===== src/rtl/pavana_resp_sequencer.sv =====
`default_nettype none
// ============================================================================
// Module      : pavana_resp_sequencer
// Description : Per-master in-order read-response sequencer. Tags record the
//               target slave of each read; responses are released in order.
// Revision    : 1.0 - initial release
// ============================================================================
module pavana_resp_sequencer #(
    parameter int NUM_SLAVES  = 4,
    parameter int SNUM_WIDTH  = 2,
    parameter int DATA_WIDTH  = 32,
    parameter int DEPTH_ORDER = 3
) (
    input  logic                             clk_i,
    input  logic                             rst_i,
    input  logic                             tag_wrreq_i,
    input  logic [SNUM_WIDTH-1:0]            tag_wdata_i,
    output logic                             tag_full_o,
    input  logic [NUM_SLAVES-1:0]            resp_i,
    input  logic [NUM_SLAVES*DATA_WIDTH-1:0] resp_data_i,
    output logic                             resp_o,
    output logic [DATA_WIDTH-1:0]            resp_data_o,
    output logic [DEPTH_ORDER:0]             outstanding_o,
    output logic [1:0]                       err_o,
    input  logic                             err_clr_i
);

    localparam int                    c_DEPTH   = 2 ** DEPTH_ORDER;
    localparam logic [DEPTH_ORDER:0]  c_FULL    = (DEPTH_ORDER+1)'(c_DEPTH);
    localparam logic [SNUM_WIDTH:0]   c_NUM_SLV = (SNUM_WIDTH+1)'(NUM_SLAVES);

    // Tag FIFO state
    logic [SNUM_WIDTH-1:0]  r_tag_mem [c_DEPTH];
    logic [DEPTH_ORDER-1:0] r_tag_wptr;
    logic [DEPTH_ORDER-1:0] r_tag_rptr;
    logic [DEPTH_ORDER:0]   r_tag_cnt;
    logic                   r_tag_full;

    // Output registers
    logic                   r_resp;
    logic [DATA_WIDTH-1:0]  r_resp_data;
    logic [1:0]             r_err;

    logic                             w_push;
    logic                             w_rel;
    logic [SNUM_WIDTH-1:0]            w_head;
    logic                             w_head_rdy;
    logic [DATA_WIDTH-1:0]            w_head_data;
    logic [DEPTH_ORDER:0]             w_cnt_next;
    logic [NUM_SLAVES-1:0]            w_snz;
    logic [NUM_SLAVES-1:0]            w_drop;
    logic [NUM_SLAVES*DATA_WIDTH-1:0] w_sdata;
    logic [1:0]                       w_err_new;

    // Out-of-range slave indices are refused exactly like a push while full
    assign w_push     = tag_wrreq_i & ~r_tag_full & ({1'b0, tag_wdata_i} < c_NUM_SLV);
    assign w_head     = r_tag_mem[r_tag_rptr];
    assign w_rel      = (r_tag_cnt != '0) & w_head_rdy;
    assign w_cnt_next = r_tag_cnt + (DEPTH_ORDER+1)'(w_push) - (DEPTH_ORDER+1)'(w_rel);
    assign w_err_new  = {tag_wrreq_i & ~w_push, |w_drop};

    always_comb begin
        w_head_rdy  = 1'b0;
        w_head_data = '0;
        for (int k = 0; k < NUM_SLAVES; k++) begin
            if (w_head == SNUM_WIDTH'(k)) begin
                w_head_rdy  = w_snz[k];
                w_head_data = w_sdata[k*DATA_WIDTH +: DATA_WIDTH];
            end
        end
    end

    always_ff @(posedge clk_i) begin
        if (w_push) begin
            r_tag_mem[r_tag_wptr] <= tag_wdata_i;
        end
    end

    always_ff @(posedge clk_i) begin
        if (rst_i) begin
            r_tag_wptr <= '0;
            r_tag_rptr <= '0;
            r_tag_cnt  <= '0;
            r_tag_full <= 1'b0;
        end else begin
            if (w_push) begin
                r_tag_wptr <= r_tag_wptr + 1'b1;
            end
            if (w_rel) begin
                r_tag_rptr <= r_tag_rptr + 1'b1;
            end
            r_tag_cnt  <= w_cnt_next;
            r_tag_full <= (w_cnt_next == c_FULL);
        end
    end

    // Per-slave response FIFOs; pend counts reads issued but not yet released
    for (genvar k = 0; k < NUM_SLAVES; k++) begin : g_slave
        logic [DATA_WIDTH-1:0]  r_mem [c_DEPTH];
        logic [DEPTH_ORDER-1:0] r_wptr;
        logic [DEPTH_ORDER-1:0] r_rptr;
        logic [DEPTH_ORDER:0]   r_pend;
        logic [DEPTH_ORDER:0]   r_scnt;
        logic                   w_cap;
        logic                   w_inc;
        logic                   w_dec;

        assign w_cap = resp_i[k] & (r_pend > r_scnt);
        assign w_inc = w_push & (tag_wdata_i == SNUM_WIDTH'(k));
        assign w_dec = w_rel & (w_head == SNUM_WIDTH'(k));

        assign w_snz[k]                                = (r_scnt != '0);
        assign w_drop[k]                               = resp_i[k] & ~w_cap;
        assign w_sdata[k*DATA_WIDTH +: DATA_WIDTH]     = r_mem[r_rptr];

        always_ff @(posedge clk_i) begin
            if (w_cap) begin
                r_mem[r_wptr] <= resp_data_i[k*DATA_WIDTH +: DATA_WIDTH];
            end
        end

        always_ff @(posedge clk_i) begin
            if (rst_i) begin
                r_wptr <= '0;
                r_rptr <= '0;
                r_pend <= '0;
                r_scnt <= '0;
            end else begin
                if (w_cap) begin
                    r_wptr <= r_wptr + 1'b1;
                end
                if (w_dec) begin
                    r_rptr <= r_rptr + 1'b1;
                end
                r_pend <= r_pend + (DEPTH_ORDER+1)'(w_inc) - (DEPTH_ORDER+1)'(w_dec);
                r_scnt <= r_scnt + (DEPTH_ORDER+1)'(w_cap) - (DEPTH_ORDER+1)'(w_dec);
            end
        end
    end

    always_ff @(posedge clk_i) begin
        if (rst_i) begin
            r_resp      <= 1'b0;
            r_resp_data <= '0;
            r_err       <= '0;
        end else begin
            r_resp <= w_rel;
            if (w_rel) begin
                r_resp_data <= w_head_data;
            end
            // A fresh error in the clear cycle survives the clear
            r_err <= (err_clr_i ? 2'b00 : r_err) | w_err_new;
        end
    end

    assign tag_full_o    = r_tag_full;
    assign outstanding_o = r_tag_cnt;
    assign resp_o        = r_resp;
    assign resp_data_o   = r_resp_data;
    assign err_o         = r_err;

endmodule
`default_nettype wire


===== config.mk =====
export PLATFORM = sky130hd
export DESIGN_NAME = pavana_resp_sequencer
export DESIGN_NICKNAME = d
export VERILOG_FILES = /design/src/rtl/pavana_resp_sequencer.sv
export SDC_FILE = /design/constraint.sdc
export NUM_CORES = 1
export LEC_CHECK = 0
export CORE_MARGIN = 3
export CORE_UTILIZATION = 51
export CTS_CLUSTER_DIAMETER = 60
export DETAILED_ROUTE_END_ITERATION = 6
export PLACE_DENSITY = 0.69
export SLEW_MARGIN = 20
export SYNTH_ARGS = -nofsm -noshare
export SYNTH_HDL_FRONTEND = slang
export SYNTH_SLANG_ARGS = --single-unit

===== constraint.sdc =====
create_clock -name clk_i -period 6.6 [get_ports clk_i]
set_input_delay 0.99 -clock clk_i [delete_from_list [all_inputs] [get_ports clk_i]]
set_output_delay 0.99 -clock clk_i [all_outputs]
set_load 0.005 [all_outputs]

==> flow_metrics.py, run 1 <==
metrics = {
    "drt": {
        "drc": 0,
        "vias": 22100,
        "post_drt_wl_per_cell_um": 26.9,
        "antenna_left": 0,
        "firstDrtPassIters": 5,
        "drt-initial-drc-count": 1930,
        "wl_um": 101000,
        "via_per_inst": 5.88,
    },
    "die": {
        "start_util_pct": 51.6,
        "fp.dieW_um": 305,
        "io-pin-count": 178,
        "fp.coreArea_um2": 88500,
        "die_h_um": 305,
        "row_count": 109,
        "die-area_um2": 93100,
    },
    "synth": {
        "ys_ff_latch": 1157,
        "postSynth.asyncResetShare_pct": 0,
        "syn_inst": 2274,
        "ys_top_cells_by_area": "edfxtp_1, mux4_2, dfxtp_1, ha_1, mux2i_1",
        "synth_most_common_cell": "edfxtp_1",
        "yosysTopAreaCellShare_pct": 68.4,
        "synth_flop_cell": "edfxtp_1",
        "synth_area_um2": 45600,
        "syn-num-nets": 2488,
        "synth_area_per_cell_um2": 20.1,
        "yosys.cell_types.count": 52,
        "yosysSeqAreaShare_pct": 73.6,
        "synth_common_cells": "edfxtp_1, mux4_2, dfxtp_1",
        "synth_top_area_cell": "edfxtp_1",
        "synth_edf_count": 1040,
        "ys.warnings.count": 0,
    },
    "cells_and_area": {
        "nets": 2710,
        "area_growth_syn_to_layout_pct": 15.4,
        "seqCellArea_um2": 33600,
        "drive_gt1_share_pct": 23.6,
        "multi_input_area_um2": 11500,
        "fillCellCount": 6132,
    },
    "global_routing": {
        "grt_use_total_pct": 21.8,
        "grt_max_degree": 77,
        "grt_pass1_wl_um": 150000,
        "grt.overflow.total": 0,
        "grt_pass1_vias": 22600,
        "antenna_found_initial": 16,
    },
    "flow_run": {
        "maxCapViolCount": 0,
    },
    "clocking": {
        "root_buffer": "clkbuf_16",
        "cts.clk_slew.worst_paths_ns": 0.06,
        "cts_buffers": 113,
        "htree_levels": 3,
        "ctsHoldBuffers": 0,
        "cts_setup_buffers": 0,
        "clock_sink_count": 1157,
        "tritoncts": "built",
        "cts_resized": 0,
        "insertion_delay_ns": 0.68,
        "clock_path_buffers": 3,
    },
    "setup_path": {
        "worstSetupPathDepth": 12,
        "path_cells": "mux2_2, a2bb2oi_1, and2_4, a2111oi_4, or2_2, ha_1, inv_1, ha_1, inv_1, fa_1, xor2_1, and4b_1",
        "max_stage_delay_ns": 0.68,
        "critPathLaunchType": "flop",
        "reg2regPathDepth": 12,
        "cp.arrival_ns": 4.39,
        "critPathBufInv": 2,
        "cp_top_family": "simple AND/OR/NAND/NOR gates",
        "end_kind": "flop",
        "crit_path_top_delay_cell": "and2_4",
        "crit_type": "flop to flop",
        "cp_max_fo": 65,
        "worstPathRequired_ns": 7.20,
    },
    "power": {
        "peakVddDrop_mv": 0.349,
        "power_uw": 21000,
        "power_density_nw_per_um2": 398,
        "leakagePower_uw": 0.0164,
    },
    "status": {
        "outcome": "finished, final reports clean",
    },
    "placed_design": {
        "numPortBuffers": 177,
        "hpwl_um": 60900,
        "place_congestion": 0.817,
    },
    "timing": {
        "finalSetupViolations": 0,
        "clock.fmax_mhz": 264,
        "relSlewSlack_pct": 23.8,
        "hold_viol_final": 0,
        "tightestPinTransition_ns": 1.14,
        "finalCritPeriodShare_pct": 57.4,
        "rsz0062_at_grt": "false",
        "fin_crit_ns": 3.79,
        "drv_slew": 0,
        "setup_tns_ns": 0,
        "fin_skew_ns": 0.0215,
    },
    "hold_path": {
        "hold_class": "flop to flop",
        "hold_depth": 2,
    },
}
## sequential cells by signal, summed over array words and instances, names as in the netlist, named ones only
signal,count
r_tag_wptr,3
g_slave.r_scnt,16
g_slave.r_wptr,12
g_slave.r_pend,16
g_slave.r_mem,1024
r_tag_rptr,3
resp_o,1
tag_full_o,1
outstanding_o,4
resp_data_o,32
err_o,2
g_slave.r_rptr,12
r_tag_mem,16
## report_power, final
group	internal (uW)	switching, uW	total (uW)
Clock	3810	2620	6420
Combinational	2330	2920	5250
Sequential	8760	538	9300
Total	14900	6070	21000
## cell usage in the layout, fill, tap and decap left out, types with 7 or more instances in the layout
cell type / synthesis / routed
a21o_1: 9 / 9
a21oi_1: 24 / 24
a311oi_2: 28 / 28
buf_4: 4 / 52
bufinv_16: 0 / 15
clkbuf_1: 68 / 22
clkbuf_16: 0 / 117
clkdlybuf4s50_1: 0 / 176
clkinv_1: 1 / 25
clkinv_2: 0 / 13
dfxtp_1: 117 / 107
diode_2: 0 / 12
edfxtp_1: 1040 / 1040
fa_1: 9 / 9
ha_1: 67 / 67
inv_1: 58 / 58
mux2_2: 66 / 66
mux2i_1: 75 / 75
mux4_2: 258 / 258
nand2_1: 81 / 81
nand2b_1: 7 / 7
nor2_1: 65 / 56
nor2_4: 0 / 9
nor2b_1: 24 / 24
nor3_1: 47 / 37
nor3_2: 1 / 11
o211ai_1: 68 / 68
o21a_1: 8 / 8
o21ai_0: 9 / 9
xnor2_1: 20 / 20
xor2_1: 15 / 15
## layer usage
metal  share of wire (%)  wire length (um)  vias to the layer above  global-route usage, %
met5               0.069                70                        -                      0
met1                  42             42600                    11600                   31.3
met2                  48             48000                      699                   33.8
met4                 2.0              1980                       10                   5.28
met3                 8.2              8300                      129                   6.05
li1                    -                 -                     9705                      -
## final timing paths
kind,startpoint,endpoint,slack (ns)
max,flop,tag_full_o$_SDFF_PP0_,2.81
min,err_o[1]$_SDFF_PP0_,err_o[1]$_SDFF_PP0_,0.47
max reg2reg,flop,tag_full_o$_SDFF_PP0_,2.81
min reg2reg,err_o[1]$_SDFF_PP0_,err_o[1]$_SDFF_PP0_,0.47
## cell type report
class                           instances  share of cell area [%]
Antenna cell                           12                  0.0570
Inverter                               59                   0.420
Multi-Input combinational cell        936                    21.8
Clock inverter                         61                    1.29
Tap cell                             1165                    2.77
Clock buffer                          140                    5.74
Sequential cell                      1157                    63.8
Timing Repair Buffer                  229                    4.11
## worst reg2reg max path: stages (launching register included)
cell and delay [ns]:
dfxtp_1 0.53, mux2_2 0.22, a2bb2oi_1 0.37, and2_4 0.68, a2111oi_4 0.18, or2_2 0.39
ha_1 0.28, inv_1 0.05, ha_1 0.15, inv_1 0.06, fa_1 0.41, xor2_1 0.19
and4b_1 0.22
## kinds of logic after synthesis
| kind of cell | Yosys count | synth area share [%] |
|---|---|---|
| flops | 1157 | 73.6 |
| compound gates | 159 | 2.97 |
| mux | 401 | 16.1 |
| fa+ha+maj | 76 | 2.23 |
| simple gates | 265 | 2.78 |
| buf+inv | 181 | 1.72 |
| xor+xnor | 35 | 0.672 |
## stage by stage
step / worst slack [ns] / area, um^2 / std cells / util, % / hold slack [ns]
after floorplan: 1.28 / 45600 / 2274 / - / 0.454
after global placement: 2.70 / 48900 / 3546 / 55.3 / 0.463
after detailed placement: 2.61 / 48900 / 3546 / 55.3 / 0.467
after CTS: 2.81 / 52600 / 3747 / 59.5 / 0.478
after global routing: 2.58 / 52600 / 3750 / 59.5 / 0.504
final: 2.81 / 52700 / 3759 / 59.5 / 0.470
(Power assumes the default switching activity.)
==> run 2, diff against run 1 <==
- clock period: 6.6 -> 3.6 ns (I/O delays scaled with it)
==> flow_metrics.py, run 2 (synthesized netlist as in run 1, its figures left out) <==
metrics = {
    "power": {
        "leakagePower_uw": 0.0165,
        "power_density_nw_per_um2": 721,
        "power_uw": 38300,
        "peakVddDrop_mv": 0.861,
    },
    "cells_and_area": {
        "largest_reg_flops": 1024,
        "final_cell_mix": "edfxtp_1, mux4_2, clkdlybuf4s50_1",
        "final_cells": 3785,
        "drive_gt1_share_pct": 23.9,
        "finalInstanceArea_um2": 53100,
        "nets": 2728,
        "final_core_util_pct": 60.0,
        "max_flop_register": "g_slave.r_mem",
        "final_common_cell": "edfxtp_1",
        "area_growth_syn_to_layout_pct": 16.4,
    },
    "setup_path": {
        "path_cells": "mux4_2, mux2_2, buf_4, nand3_1, inv_1, ha_1, inv_1, ha_1, inv_1, fa_1, xor2_1, nor2_1",
        "end_kind": "flop",
        "critPathLaunchType": "flop",
        "cp_top_family": "multiplexers",
        "crit_type": "flop to flop",
        "critPathBufInv": 4,
        "cp_max_fo": 34,
        "timing.critical_path.mode_cell": "inv_1",
        "max_stage_delay_ns": 0.60,
        "cp.arrival_ns": 3.99,
        "crit_path_top_delay_cell": "mux4_2",
        "worstPathRequired_ns": 4.20,
    },
    "die": {
        "die_h_um": 305,
        "die-area_um2": 93100,
        "start_util_pct": 51.6,
        "fp.dieW_um": 305,
        "io-pin-count": 178,
        "row_count": 109,
        "fp.coreArea_um2": 88500,
    },
    "drt": {
        "post_drt_wl_per_cell_um": 27.1,
        "via_per_inst": 5.87,
        "antenna_left": 0,
        "wl_um": 103000,
        "drt-initial-drc-count": 2136,
        "firstDrtPassIters": 7,
        "vias": 22200,
        "drc": 0,
    },
    "hold_path": {
        "hold_class": "primary input to flop",
    },
    "placed_design": {
        "place_ws_ns": 0.218,
        "hpwl_um": 62900,
        "numPortBuffers": 177,
        "place_inst": 3565,
        "place_congestion": 0.812,
        "placed_cell_area_um2": 49600,
    },
    "timing": {
        "timing.final.ws_setup_ns": 0.216,
        "tightestPinTransition_ns": 1.05,
        "finalCritPeriodShare_pct": 94.0,
        "clock.fmax_mhz": 296,
        "drv_slew": 0,
        "finalSetupViolations": 0,
        "rsz0062_at_grt": "false",
        "relSlewSlack_pct": 30.1,
        "hold_viol_final": 0,
        "fin_crit_ns": 3.38,
        "fin_skew_ns": 0.0322,
    },
    "clocking": {
        "clock_path_buffers": 3,
        "clock_sink_count": 1157,
        "cts_buffers": 112,
        "htree_levels": 3,
        "cts.clk_slew.worst_paths_ns": 0.06,
        "insertion_delay_ns": 0.67,
        "root_buffer": "clkbuf_16",
        "cts_setup_buffers": 0,
        "tritoncts": "built",
    },
    "global_routing": {
        "grt_pass1_wl_um": 152000,
        "grt_max_degree": 129,
        "grt_use_total_pct": 22.2,
        "antenna_found_initial": 15,
        "grt.overflow.total": 0,
        "grt_pass1_vias": 22900,
    },
    "flow_run": {
        "maxCapViolCount": 0,
    },
    "status": {
        "outcome": "finished, final reports clean",
    },
}
run 2: changes by cell type in the layout (fill, tap and decap cells not counted), moves of 5 or more:
cell       delta
buf_12       +29
clkbuf_1     +13
buf_4         -9
bufinv_16     -8
nor4_2        -6
nor4_4        +6
nor3_4        +5
run 2: layout make-up:
cell class | instances | area [um^2]
antenna | 10 | 25.0
clock buffer | 155 | 3080
clock inverter | 55 | 455
fill | 6186 | 35400
inverter | 59 | 221
multi-input combinational | 936 | 11600
sequential | 1157 | 33600
tap | 1165 | 1460
timing repair buffer | 248 | 2670
run 2: worst register-to-register path, stage by stage (launching register included):
cell and delay [ns]:
dfxtp_1 0.53, mux4_2 0.60, mux2_2 0.35, buf_4 0.28, nand3_1 0.21, inv_1 0.09
ha_1 0.27, inv_1 0.06, ha_1 0.17, inv_1 0.06, fa_1 0.41, xor2_1 0.17
nor2_1 0.13
run 2: timing repair:
item | in CTS | in global routing
gates resized for setup | 0 | 1
endpoints found under the setup margin | 0 | 3
hold buffers | 0 | 0
run 2: routing by layer:
layer	global-route usage [%]	part of all wire, %
met1	31.9	42
met2	33.7	47
met3	5.82	8.2
met4	7.18	2.5
met5	0	0.064
run 2: final timing paths:
path,startpoint,endpoint,slack (ns),cells after the start
hold / removal,tag_wrreq_i,err_o[1]$_SDFF_PP0_,0.45,3
setup reg to reg,flop,g_slave[1].r_scnt[2]$_SDFF_PP0_,0.22,12
hold reg to reg,err_o[1]$_SDFF_PP0_,err_o[1]$_SDFF_PP0_,0.47,2
setup / recovery,flop,g_slave[1].r_scnt[2]$_SDFF_PP0_,0.22,12
run 2: power breakdown:
group / internal, uW / total, uW / leakage (uW) / switching (uW)
registers: 16100 / 16800 / 0.0103 / 791
logic: 4510 / 10300 / 0.00443 / 5750
clock network: 6450 / 11200 / 0.00173 / 4770
run 2: stage by stage:
stage	hold slack, ns	setup TNS [ns]
CTS	0.403	0
global route	0.466	0
detailed placement	0.464	0
global placement	0.458	0
floorplan	0.454	-114.69
finish	0.451	0
==> run 3, diff against run 2 <==
- SETUP_SLACK_MARGIN: default -> 0.02
==> flow_metrics.py, run 3 (synthesized netlist as in run 1, its figures left out) <==
metrics = {
    "drt": {
        "antenna_left": 0,
        "vias": 22200,
        "wl_um": 103000,
        "top_layer": "met5",
        "drc": 0,
        "post_drt_wl_per_cell_um": 27.1,
        "wl_met2_um": 48200,
        "met3_length_um": 8440,
        "via_per_inst": 5.87,
        "drt-initial-drc-count": 2136,
        "firstDrtPassIters": 7,
        "met1_length_um": 43300,
    },
    "timing": {
        "finalCritPeriodShare_pct": 91.4,
        "finalSetupViolations": 0,
        "clock.fmax_mhz": 304,
        "fin_crit_ns": 3.29,
        "tightestPinTransition_ns": 1.05,
        "rsz0062_at_grt": "false",
        "fin_skew_ns": 0.0322,
        "setup_tns_ns": 0,
        "drv_slew": 0,
        "relSlewSlack_pct": 30.1,
        "hold_viol_final": 0,
    },
    "setup_path": {
        "critPathLaunchType": "flop",
        "cp.arrival_ns": 3.85,
        "crit_path_top_delay_cell": "nor3b_1",
        "max_stage_delay_ns": 0.84,
        "r2r_setup_slack_ns": 0.31,
        "end_kind": "flop",
        "path_cells": "inv_1, ha_1, nor3b_1, a2111oi_4, or2_2, ha_1, inv_1, ha_1, inv_1, fa_1, xor2_1, and4b_1",
        "worstPathRequired_ns": 4.16,
        "crit_type": "flop to flop",
        "cp_max_fo": 3,
    },
    "hold_path": {
        "hold_class": "primary input to flop",
    },
    "clocking": {
        "ctsHoldBuffers": 0,
        "root_buffer": "clkbuf_16",
        "clock_path_buffers": 3,
        "cts_buffers": 112,
        "cts.clk_slew.worst_paths_ns": 0.06,
        "htree_levels": 3,
        "tritoncts": "built",
        "insertion_delay_ns": 0.67,
        "clock_sink_count": 1157,
    },
    "die": {
        "die-area_um2": 93100,
        "row_count": 109,
        "start_util_pct": 51.6,
        "fp.coreArea_um2": 88500,
        "die_h_um": 305,
        "fp.dieW_um": 305,
        "io-pin-count": 178,
    },
    "cells_and_area": {
        "final_common_cell": "edfxtp_1",
        "area_growth_syn_to_layout_pct": 16.4,
        "max_flop_register": "g_slave.r_mem",
        "nets": 2728,
        "largest_reg_flops": 1024,
        "final_cell_mix": "edfxtp_1, mux4_2, clkdlybuf4s50_1",
        "drive_gt1_share_pct": 24.0,
        "fillCellCount": 6185,
    },
    "global_routing": {
        "grt_pass1_vias": 22900,
        "grt_max_degree": 129,
        "antenna_found_initial": 15,
        "grt.overflow.total": 0,
        "grt_use_total_pct": 22.2,
        "grt_pass1_wl_um": 152000,
    },
    "power": {
        "power_uw": 38300,
        "peakVddDrop_mv": 0.861,
        "leakagePower_uw": 0.0165,
        "power_density_nw_per_um2": 721,
    },
    "flow_run": {
        "maxCapViolCount": 0,
    },
    "placed_design": {
        "hpwl_um": 62900,
        "place_congestion": 0.812,
        "numPortBuffers": 177,
    },
    "status": {
        "outcome": "finished, final reports clean",
    },
}
run 3: cell counts in the layout (fill, tap and decap cells not counted):
Identical to the previous run, type by type.
run 3: where the power goes:
group | internal [uW] | switching [uW]
Clock | 6450 | 4770
Sequential | 16100 | 791
Combinational | 4510 | 5750
Total | 27000 | 11300
run 3: worst max-delay path, delay by kind of cell, from the launching register on:
family                   cells  cell delay, ns
XOR/XNOR                     1            0.16
AND/OR/NAND/NOR              3            1.35
buffers and inverters        3            0.22
AO/OA/AOI/OAI                1            0.17
adder cells (fa/ha/maj)      4            0.98
flip-flops                   1            0.30
run 3: cell type report:
cell class / instances / area, um^2 / area share [%]
Sequential cell: 1157 / 33600 / 63.2
Clock inverter: 55 / 455 / 0.857
Multi-Input combinational cell: 936 / 11600 / 21.9
Antenna cell: 10 / 25.0 / 0.0471
Timing Repair Buffer: 248 / 2670 / 5.02
Inverter: 59 / 221 / 0.417
Clock buffer: 155 / 3080 / 5.79
Tap cell: 1165 / 1460 / 2.74
run 3: metrics by stage:
| step | worst slack (ns) | cell area [um^2] | hold slack, ns | instances | utilization [%] |
|---|---|---|---|---|---|
| 3_3_place_gp | 0.335 | 49600 | 0.458 | 3565 | 56.0 |
| 4_1_cts | 0.203 | 53100 | 0.403 | 3775 | 60.0 |
| 5_1_grt | 0.0978 | 53100 | 0.466 | 3780 | 60.0 |
| 6_report | 0.310 | 53100 | 0.451 | 3785 | 60.0 |
| 2_1_floorplan | -0.577 | 45800 | 0.454 | 2274 | - |
| 3_5_place_dp | 0.218 | 49600 | 0.464 | 3565 | 56.0 |
run 3: path summary, 6_finish.rpt:
| path | end | depth (start not counted) | startpoint |
|---|---|---|---|
| max reg2reg | tag_full_o$_SDFF_PP0_ | 12 | g_slave[2].r_scnt[2]$_SDFF_PP0_ |
| min | err_o[1]$_SDFF_PP0_ | 3 | tag_wrreq_i |
| min reg2reg | err_o[1]$_SDFF_PP0_ | 2 | err_o[1]$_SDFF_PP0_ |
| max | tag_full_o$_SDFF_PP0_ | 12 | g_slave[2].r_scnt[2]$_SDFF_PP0_ |
run 3: routing by layer:
layer  global-route usage [%]  vias to the layer above
li1                         -                     9758
met3                     5.82                      133
met5                        0                        -
met1                     31.9                    11600
met4                     7.18                       10
met2                     33.7                      755
run 3: what timing repair did:
action                     CTS  global route
hold endpoints to repair     0             0
setup buffers                0             0
gates resized for setup      0             2
setup endpoints to repair    0             5
==> variant (flow settings as in run 3) <==
Make the reset (`rst_i`) asynchronous in 3 clocked blocks.
--- a/src/rtl/pavana_resp_sequencer.sv
+++ b/src/rtl/pavana_resp_sequencer.sv
@@ -78,3 +78,3 @@
 
-    always_ff @(posedge clk_i) begin
+    always_ff @(posedge clk_i or posedge rst_i) begin
         if (rst_i) begin
@@ -121,3 +121,3 @@
 
-        always_ff @(posedge clk_i) begin
+        always_ff @(posedge clk_i or posedge rst_i) begin
             if (rst_i) begin
@@ -140,3 +140,3 @@
 
-    always_ff @(posedge clk_i) begin
+    always_ff @(posedge clk_i or posedge rst_i) begin
         if (rst_i) begin
Function: differs if rst_i is asserted again (counterexample within 4 cycles, from zero or initial values and one cycle with rst_i high); with rst_i held inactive, the same outputs for 4 cycles.
==> variant against run 3 <==
Largest power group unchanged. Synthesized area is 0.88% lower. Sequential share of layout area increased by 0.21 points. Cell count down 2.1%. Setup slack worse by 0.10 ns. Wire length shrank 1.2%. Sequential power up 8%. Clock skew is 0.0031 ns lower. Power up 21%. Critical path type unchanged. Global-route usage is 0.057 points lower. Cell area grew 0.29%. First-iteration DRC count up 0.98%. Combinational power is 60% higher. Die area shrank 0.86%. Sequential cell count down 15.
==> variant: results (changes against run 3) <==
----------------------------------------------------
[Worst setup path]
  Register-to-Register Setup Slack ... 0.21 ns (-0.10 ns)
  Max incr delay on CP ... 0.68 ns (-0.16 ns)
  R2r startpoint ... r_tag_rptr[0]
  Kind of cell adding the most delay to the critical path ... multiplexers
  Timing startpoint of the critical path ... r_tag_rptr[0]
  End of the worst register-to-register path ... tag_full_o
  Library cell contributing the largest single delay on the critical path ... sky130_fd_sc_hd__mux4_4
  Data arrival time of the worst path ... 3.97 ns (+0.12 ns)

[Finish]
  Count of non-filler cells in the finished layout ... 3,707 (-2.1%)
  FILL cells ... 5,956 (-3.7%)
  Fraction of final layout cells with drive strength greater than 1 ... 25.36% (+1.4 points)
  Final layout net count ... 2,656 (-2.6%)

[Detailed routing]
  Iteration-0 DRC count of the detailed router ... 2,157 (+0.98%)
  Wire per inst ... 27.34 um (+0.89%)
  Detailed-route via count ... 21,700 (-2.3%)

[Yosys]
  Post-synthesis share of cell area spent on xor and xnor gates ... 0.7550% (+0.083 points)
  Synth top cells by count ... sky130_fd_sc_hd__edfxtp_1 (1,040), sky130_fd_sc_hd__mux4_2 (259), sky130_fd_sc_hd__dfrtp_1 (102)
  Largest cells by area after synthesis ... sky130_fd_sc_hd__edfxtp_1 (69%), sky130_fd_sc_hd__mux4_2 (13%), sky130_fd_sc_hd__dfrtp_1 (5.6%), sky130_fd_sc_hd__ha_1 (1.9%), sky130_fd_sc_hd__mux2_2 (1.8%)
  Synth unique cells ... 46 (-12%)
  Sequential share of the synthesized area ... 74.67% (+1.1 points)
  Adder-cell area share of the yosys netlist ... 2.251% (+0.020 points)
  Synth Area in Compound Gates ... 1.991% (-0.98 points)
  Count of mapped cells out of synthesis ... 2,170 (-4.6%)

[Placed design]
  Detailed Place HPWL ... 62.84 mm (about the same)
  Inst Count DP ... 3,481 (-2.4%)
  Routability congestion estimate from global placement ... 0.8308 (+2.3%)
  Post-detailed-placement cell area ... 49,460 um^2 (-0.23%)

[Power and ir drop]
  Static leakage ... 17.73 nW (+7.5%)
  Internal power ... 31.12 mW (+15%)
  IR Drop Worst-Case VDD ... 687.6 uV (-20%)
  Portion of total power attributed to sequential cells ... 39.0% (-4.9 points)
  Switching part of the total power ... 32.76% (+3.3 points)
  Clock network fraction of total power ... 25.4% (-3.9 points)

[Global routing]
  Via count of the first global-routing pass ... 22,610 (-1.2%)
  Overall track demand over capacity in global routing ... 22.13% (-0.057 points)
  Maximum number of pins on one net before global-route repair ... 83 (-36%)

[Outcome]
  Outcome ... complete, no violations

[CTS]
  CTS Buf Count ... 111 (-0.89%)
  Post-cts repair resize count ... 1 (+1)

[Timing]
  Setup skew after layout ... 0.02909 ns (-0.003118 ns)
  Transition at the pin with the smallest max-transition slack ... 1.077 ns (+0.03131 ns)

[Hold path]
  Type of the worst min-delay path ... input port to async pin

----------------------------------------------------
-- variant: changes by cell type after synthesis, sizes merged, moves of 32 or more --
| cell | change |
|---|---|
| nor3 | -38 |
| mux2 | +34 |
| a311oi | -32 |
| dfxtp | -117 |
| o211ai | -40 |
| dfrtp | +102 |
-- variant: layer usage --
layer	track usage, %	vias up	share of wire [%]
met4	8.086	18	3.1
met5	0	-	0.12
li1	-	9390	-
met1	31.50	11390	42
met3	5.428	146	8.0
met2	33.73	756	47
-- variant: worst register-to-register path, cell delays in order (launching register included) --
cell and delay (ns):
sky130_fd_sc_hd__dfrtp_2 0.49, sky130_fd_sc_hd__mux2i_1 0.15, sky130_fd_sc_hd__mux4_4 0.68, sky130_fd_sc_hd__mux2i_4 0.23, sky130_fd_sc_hd__mux2_4 0.30, sky130_fd_sc_hd__and2_4 0.18
sky130_fd_sc_hd__ha_4 0.20, sky130_fd_sc_hd__inv_1 0.06, sky130_fd_sc_hd__ha_2 0.18, sky130_fd_sc_hd__inv_2 0.04, sky130_fd_sc_hd__fa_2 0.52, sky130_fd_sc_hd__inv_2 0.04
sky130_fd_sc_hd__nor4b_2 0.23
-- variant: per-stage QoR --
step	setup slack [ns]	hold WS (ns)	TNS [ns]	utilization, %
CTS	0.07474	0.1865	0	60.84
finish	0.2084	0.1936	0	60.96
detailed placement	0.02146	0.4835	0	56.57
global placement	0.08961	0.4737	0	56.57
global route	0.06348	0.2435	0	60.94
floorplan	-0.09443	0.4784	-7.757	-
-- variant: final cells by class --
cell class | instances | area share, %
antenna | 13 | 0.06104
clock buffer | 143 | 5.616
clock inverter | 67 | 1.381
inverter | 62 | 0.4414
multi-input combinational | 862 | 20.95
sequential | 1142 | 63.44
tap | 1155 | 2.712
timing repair buffer | 263 | 5.405
